<file path="config.mk">
export PLATFORM = sky130hd
export DESIGN_NAME = proto245s_rx_deframer
export DESIGN_NICKNAME = d
export VERILOG_FILES = /design/src/rtl/proto245s_deframer_pkg.sv /design/src/rtl/proto245s_skid2.sv /design/src/rtl/proto245s_rx_deframer.sv
export SDC_FILE = /design/constraint.sdc
export NUM_CORES = 1
export LEC_CHECK = 0
export ABC_AREA = 1
export BUFFER_PORTS_ARGS = -buffer_cell sky130_fd_sc_hd__buf_2
export CAP_MARGIN = 20
export CORE_ASPECT_RATIO = 0.6
export CORE_MARGIN = 1.5
export CORE_UTILIZATION = 59
export CTS_CLUSTER_DIAMETER = 30
export CTS_CLUSTER_SIZE = 12
export DETAILED_ROUTE_END_ITERATION = 8
export PLACE_DENSITY = 0.81
export SLEW_MARGIN = 20
export SYNTH_ARGS = -nofsm -noshare
export SYNTH_HDL_FRONTEND = slang
export SYNTH_HIERARCHICAL = 1
export SYNTH_SLANG_ARGS = --single-unit
</file>
<file path="constraint.sdc">
create_clock -name fifo_clk -period 2.7 [get_ports fifo_clk]
set_clock_uncertainty 0.2 [all_clocks]
set_input_delay 0.54 -clock fifo_clk [delete_from_list [all_inputs] [get_ports fifo_clk]]
set_output_delay 0.54 -clock fifo_clk [all_outputs]
set_load 0.01 [all_outputs]
</file>
<file path="src/rtl/proto245s_deframer_pkg.sv">
// Shared types and constants for the proto245s RX deframer.
//   byte_t      : 8-bit data byte
//   state_t     : deframer FSM states (HUNT, LEN, PAYLOAD, CSUM)
//   SOF_DEFAULT : default start-of-frame marker
package proto245s_deframer_pkg;

  typedef logic [7:0] byte_t;

  typedef enum logic [1:0] {
    HUNT    = 2'd0,
    LEN     = 2'd1,
    PAYLOAD = 2'd2,
    CSUM    = 2'd3
  } state_t;

  localparam byte_t SOF_DEFAULT = 8'hA5;

endpackage

</file>
<file path="src/rtl/proto245s_skid2.sv">
// Two-entry valid/ready output buffer carrying {last, data}.
// Entry 0 is always the head, so the output fields come straight from
// registers and stay stable while the head waits for pop_ready_i.
//   clk_i, rst_ni           : clock, async active-low reset
//   push_i/push_data_i/
//   push_last_i             : write side (ignored when full without a pop)
//   pop_ready_i             : downstream ready
//   pop_valid_o/pop_data_o/
//   pop_last_o              : head entry
//   count_o                 : number of held entries (0..2)
module proto245s_skid2
  import proto245s_deframer_pkg::*;
(
  input  logic       clk_i,
  input  logic       rst_ni,
  input  logic       push_i,
  input  byte_t      push_data_i,
  input  logic       push_last_i,
  input  logic       pop_ready_i,
  output logic       pop_valid_o,
  output byte_t      pop_data_o,
  output logic       pop_last_o,
  output logic [1:0] count_o
);

  logic [1:0] count_q, count_d;
  byte_t      data0_q, data0_d, data1_q, data1_d;
  logic       last0_q, last0_d, last1_q, last1_d;
  logic       valid_q, valid_d;
  logic       pop_s, push_s;

  // Next-state for the two entries: shift toward the head on pop.
  always_comb begin
    pop_s   = valid_q & pop_ready_i;
    push_s  = push_i & ((count_q != 2'd2) | pop_s);
    count_d = count_q;
    data0_d = data0_q;
    last0_d = last0_q;
    data1_d = data1_q;
    last1_d = last1_q;
    case ({push_s, pop_s})
      2'b01: begin
        data0_d = data1_q;
        last0_d = last1_q;
        count_d = count_q - 2'd1;
      end
      2'b10: begin
        if (count_q == 2'd0) begin
          data0_d = push_data_i;
          last0_d = push_last_i;
        end else begin
          data1_d = push_data_i;
          last1_d = push_last_i;
        end
        count_d = count_q + 2'd1;
      end
      2'b11: begin
        if (count_q == 2'd1) begin
          data0_d = push_data_i;
          last0_d = push_last_i;
        end else begin
          data0_d = data1_q;
          last0_d = last1_q;
          data1_d = push_data_i;
          last1_d = push_last_i;
        end
      end
      default: begin
        count_d = count_q;
      end
    endcase
    valid_d = (count_d != 2'd0);
  end

  // Entry and occupancy registers.
  always_ff @(posedge clk_i or negedge rst_ni) begin
    if (!rst_ni) begin
      count_q <= 2'd0;
      valid_q <= 1'b0;
      data0_q <= 8'h00;
      last0_q <= 1'b0;
      data1_q <= 8'h00;
      last1_q <= 1'b0;
    end else begin
      count_q <= count_d;
      valid_q <= valid_d;
      data0_q <= data0_d;
      last0_q <= last0_d;
      data1_q <= data1_d;
      last1_q <= last1_d;
    end
  end

  assign pop_valid_o = valid_q;
  assign pop_data_o  = data0_q;
  assign pop_last_o  = last0_q;
  assign count_o     = count_q;

endmodule

</file>
<file path="src/rtl/proto245s_rx_deframer.sv">
// proto245s RX deframer: reads the RX FIFO, hunts for SOF | LEN | PAYLOAD | CSUM
// frames, streams the payload over valid/ready and reports checksum status.
//   fifo_clk, fifo_rstn        : clock, async active-low reset
//   rxfifo_rd/data/valid/empty : RX FIFO read port (data 1 cycle after rd)
//   m_data/m_valid/m_ready/
//   m_last                     : payload stream
//   stat_ok/stat_err           : 1-cycle frame status pulses
//   frame_cnt/err_cnt/drop_cnt : saturating statistics
module proto245s_rx_deframer
  import proto245s_deframer_pkg::*;
#(
  parameter byte_t SOF_BYTE = SOF_DEFAULT,
  parameter int    MAX_LEN  = 255,
  parameter int    CNT_W    = 16
) (
  input  logic             fifo_clk,
  input  logic             fifo_rstn,
  output logic             rxfifo_rd,
  input  logic [7:0]       rxfifo_data,
  input  logic             rxfifo_valid,
  input  logic             rxfifo_empty,
  output logic [7:0]       m_data,
  output logic             m_valid,
  input  logic             m_ready,
  output logic             m_last,
  output logic             stat_ok,
  output logic             stat_err,
  output logic [CNT_W-1:0] frame_cnt,
  output logic [CNT_W-1:0] err_cnt,
  output logic [CNT_W-1:0] drop_cnt
);

  // Compared in 9 bits so the range test stays meaningful when MAX_LEN is 255.
  localparam logic [8:0] MAX_LEN_W = 9'(MAX_LEN);

  function automatic logic [CNT_W-1:0] sat_inc(input logic [CNT_W-1:0] v);
    if (&v) begin
      return v;
    end else begin
      return v + {{(CNT_W-1){1'b0}}, 1'b1};
    end
  endfunction

  state_t           state_q;
  byte_t            sum_q;
  byte_t            remaining_q;
  logic             inflight_q;
  logic             stat_ok_q, stat_err_q;
  logic [CNT_W-1:0] frame_cnt_q, err_cnt_q, drop_cnt_q;

  logic [1:0] buf_count_s;
  logic [1:0] occ_s;
  logic       buf_pop_s;
  logic       rd_s;
  logic       push_s;
  logic       push_last_s;
  logic       len_ok_s;
  byte_t      csum_s;

  // Read budget: buffer occupancy after this cycle's pop plus the byte in flight.
  // Counting the pop keeps 1 byte/cycle streaming while m_ready stays high.
  always_comb begin
    buf_pop_s   = m_valid & m_ready;
    occ_s       = buf_count_s - {1'b0, buf_pop_s} + {1'b0, inflight_q};
    rd_s        = ~rxfifo_empty & (occ_s < 2'd2);
    push_s      = rxfifo_valid & (state_q == PAYLOAD);
    push_last_s = (remaining_q == 8'd1);
    len_ok_s    = (rxfifo_data != 8'd0) & ({1'b0, rxfifo_data} <= MAX_LEN_W);
    csum_s      = sum_q + rxfifo_data;
  end

  // rd must react to rxfifo_empty in the same cycle, so it is not registered.
  assign rxfifo_rd = rd_s;

  // Frame FSM, running checksum, status pulses and statistics counters.
  always_ff @(posedge fifo_clk or negedge fifo_rstn) begin
    if (!fifo_rstn) begin
      state_q     <= HUNT;
      sum_q       <= 8'h00;
      remaining_q <= 8'h00;
      inflight_q  <= 1'b0;
      stat_ok_q   <= 1'b0;
      stat_err_q  <= 1'b0;
      frame_cnt_q <= {CNT_W{1'b0}};
      err_cnt_q   <= {CNT_W{1'b0}};
      drop_cnt_q  <= {CNT_W{1'b0}};
    end else begin
      inflight_q <= rd_s;
      stat_ok_q  <= 1'b0;
      stat_err_q <= 1'b0;
      if (rxfifo_valid) begin
        case (state_q)
          HUNT: begin
            if (rxfifo_data == SOF_BYTE) begin
              state_q <= LEN;
            end else begin
              drop_cnt_q <= sat_inc(drop_cnt_q);
            end
          end
          LEN: begin
            if (len_ok_s) begin
              sum_q       <= rxfifo_data;
              remaining_q <= rxfifo_data;
              state_q     <= PAYLOAD;
            end else begin
              stat_err_q <= 1'b1;
              err_cnt_q  <= sat_inc(err_cnt_q);
              state_q    <= HUNT;
            end
          end
          PAYLOAD: begin
            sum_q       <= csum_s;
            remaining_q <= remaining_q - 8'd1;
            if (remaining_q == 8'd1) begin
              state_q <= CSUM;
            end else begin
              state_q <= PAYLOAD;
            end
          end
          CSUM: begin
            if (csum_s == 8'h00) begin
              stat_ok_q   <= 1'b1;
              frame_cnt_q <= sat_inc(frame_cnt_q);
            end else begin
              stat_err_q <= 1'b1;
              err_cnt_q  <= sat_inc(err_cnt_q);
            end
            state_q <= HUNT;
          end
          default: begin
            state_q <= HUNT;
          end
        endcase
      end
    end
  end

  proto245s_skid2 u_skid (
    .clk_i       (fifo_clk),
    .rst_ni      (fifo_rstn),
    .push_i      (push_s),
    .push_data_i (rxfifo_data),
    .push_last_i (push_last_s),
    .pop_ready_i (m_ready),
    .pop_valid_o (m_valid),
    .pop_data_o  (m_data),
    .pop_last_o  (m_last),
    .count_o     (buf_count_s)
  );

  assign stat_ok   = stat_ok_q;
  assign stat_err  = stat_err_q;
  assign frame_cnt = frame_cnt_q;
  assign err_cnt   = err_cnt_q;
  assign drop_cnt  = drop_cnt_q;

endmodule

</file>
==> metrics <==
first-pass GRT wire length=24150 um; Antenna Nets Post-Route=0; Core Region=9358 um^2; Routability Congestion=0.9129; nets=903; f_max=0.3919 GHz; startpoint types=flop; die area=10430 um^2; Hold Path Class=input port to flop; initial antenna violation count=0; r2r startpoint=sum_q[0]; Max Buffers Root-to-Sink=2; VDD IR max=0.0005254 V; placed insts=990; Layout Cells excl Fill=1008; hpwl dp=10770 um; max_cap viols=0; number of warning messages in the yosys log=6; DRT Wirelength=14820 um; via/cell ratio=5.645; total number of vias=5690; Die H=79.71 um; grt ovf=0; GRT Total Usage=29.38%; Netlist Area Pre-Place=5786 um^2; Worst Setup End Kind=flop; P_leak=0.003518 uW; Clock H-tree levels=3; critical path startpoint=sum_q[0]; Die Width=130.8 um; Util after Layout=71.87%; Worst-path clk slew=70 ps; DR DRC count=0; status=finished, final reports clean; total CTS buffers=9; detailed-route wire length per cell=14.70 um; CTS tree=built; antenna cells=0; Worst Tran Pin Value=546.4 ps; largest net degree at the start of global routing=54; CTS sink count=90; Pwr per Cell Area=901.8 nW/um^2; syn_nets=818; RSZ-0062 raised after global routing=false; area growth from synthesis to layout=16.24%; syn_area_per_cell=7.342 um^2; Final Hold Violating Endpoints=0; HP Start=rxfifo_empty; CTS root buf=clkbuf_16; Initial Util=61.83%; Gate Count Post-Synth=788; final setup fails=0; Required @ worst endpoint=2730 ps; # port buffers=73; Initial DRC Count=581; Slew Limit Fails=0; Cell Rows=27; CP max FO=8; most common cell after layout, fill and taps aside=nand2_1; synth unique cells=38; crit path DAT=2580 ps; Detailed Routing Iterations Pass 1=7; setup bufs post-CTS=0; number of global-route vias before repair=5085; minimum clock period=2552 ps; Seq/Total Area, Yosys=38.93%; ratio of cells with drive above 1 in the final layout=16.06%; most frequent cells in the layout=nand2_1, dfrtp_1, nand3_1; Crit Path Class=flop to flop; FILL cells=797; Slew HR=63.57%; Synth Register Bits=90; part of the cycle the worst path needs=94.51%; # IOs=74; Clock Latency Late Sink=340 ps
==> Yosys cell counts <==
master    number  share of area, %
nand2_1      253                16
dfrtp_1       90                39
nand3_1       84               7.3
inv_1         74               4.8
nor2_1        54               3.5
nand4_1       52               5.6
xor2_1        32               4.8
nor3_1        18               1.6
o21ai_0       18               1.6
ha_1          16               3.5
xnor2_1       13               2.0
a21oi_1       11              0.95
buf_2          9              0.78
inv_2          7              0.45
o21ai_1        7              0.61
a22oi_1        5              0.65
buf_4          5              0.65
nor2_2         4              0.43
a31oi_1        3              0.32
buf_1          3              0.19
clkbuf_1       3              0.19
nand2_2        3              0.32
nand3_2        3              0.52
nor4_1         3              0.32
buf_6          2              0.39
clkinv_1       2              0.13
nand2_4        2              0.39
nand3_4        2              0.61
a21oi_2        1              0.15
a41oi_2        1              0.28
fa_1           1              0.35
nand3b_1       1              0.13
nor2_4         1              0.19
nor2_8         1              0.35
o21ai_2        1              0.15
o21ai_4        1              0.28
o21bai_1       1              0.13
or2_4          1              0.15
==> path summary, 6_finish.rpt <==
check,to,slack (ps),depth (start not counted)
max reg2reg,frame_cnt[15],150,15
min in group asynchronous,u_skid/pop_data_o[4],520,2
min reg2reg,u_skid/pop_data_o[1],300,2
max,frame_cnt[15],150,15
min,inflight_q,250,3
max in group asynchronous,frame_cnt[13],1120,3
==> metal layers <==
layer	part of all wire [%]	wire (um)	track usage (%)	vias to the layer above
li1	-	-	-	2749
met1	49	7203	44.62	2676
met2	43	6357	42.95	247
met3	7.7	1141	5.496	18
met4	0.80	119	7.363	0
met5	0	0	0	-
==> kinds of logic (layout without fill, tap and decap cells) <==
group | count (synthesis) | count (layout) | synth area share (%)
AO/OA/AOI/OAI | 49 | 49 | 5.082
flip-flops | 90 | 90 | 38.93
adder cells (fa/ha/maj) | 17 | 17 | 3.806
XOR/XNOR | 45 | 45 | 6.812
AND/OR/NAND/NOR | 482 | 483 | 37.78
buffers and inverters | 105 | 194 | 7.591
==> sequential cells by signal, indices dropped and copies added, names as in the netlist, named ones only <==
register / flops
u_skid/count_o: 2
remaining_q: 8
u_skid/pop_valid_o: 1
stat_err: 1
u_skid/last1_q: 1
stat_ok: 1
inflight_q: 1
state_q: 1
u_skid/pop_data_o: 8
err_cnt: 16
u_skid/data1_q: 8
sum_q: 8
drop_cnt: 16
frame_cnt: 16
u_skid/pop_last_o: 1
==> cell type report <==
| type | instances | area [um^2] | area share [%] |
|---|---|---|---|
| clock buffers | 11 | 242.7 | 3.609 |
| clock inverters | 5 | 77.57 | 1.153 |
| flip-flops and latches | 90 | 2252 | 33.49 |
| repair buffers | 95 | 551.8 | 8.205 |
| multi-input cells | 594 | 3127 | 46.49 |
| inverters | 83 | 311.5 | 4.633 |
| well taps | 130 | 162.7 | 2.419 |
==> critical path, stage by stage (launching register included) <==
cell	delay [ps]
dfrtp_1	360
ha_2	200
inv_1	50
fa_1	410
inv_1	70
nand2_1	50
nand2_2	90
nand3_1	90
nand2_1	80
nand3_1	120
nor2_4	150
inv_2	80
nor2_8	150
nand3_4	160
nand2_1	130
nand2_1	50
==> report_power, final <==
group	internal, uW	switching (uW)	total [uW]
combinational	939	1710	2650
sequential	1710	347	2060
clock	833	518	1350
==> through the flow <==
stage / hold WS (ps) / power, uW / worst slack (ps) / setup TNS, ps / area [um^2]
2_1_floorplan: 44.41 / 3918 / 170.9 / 0 / 5786
3_3_place_gp: 285.2 / 4540 / -27.87 / -525.0 / 6359
3_5_place_dp: 290.7 / 4649 / -107.1 / -2485 / 6359
4_1_cts: 247.9 / 6014 / 160.0 / 0 / 6689
5_1_grt: 294.5 / 6546 / 3.016 / 0 / 6725
6_report: 247.3 / 6065 / 148.2 / 0 / 6725
==> repair_timing <==
item / 4_1_cts / 5_1_grt
hold buffers: 1 / 0
endpoints found under the setup margin: 0 / 31
resized for setup: 0 / 6
hold endpoints to repair: 2 / 0
Note: power is estimated with default switching activity, not from simulation.
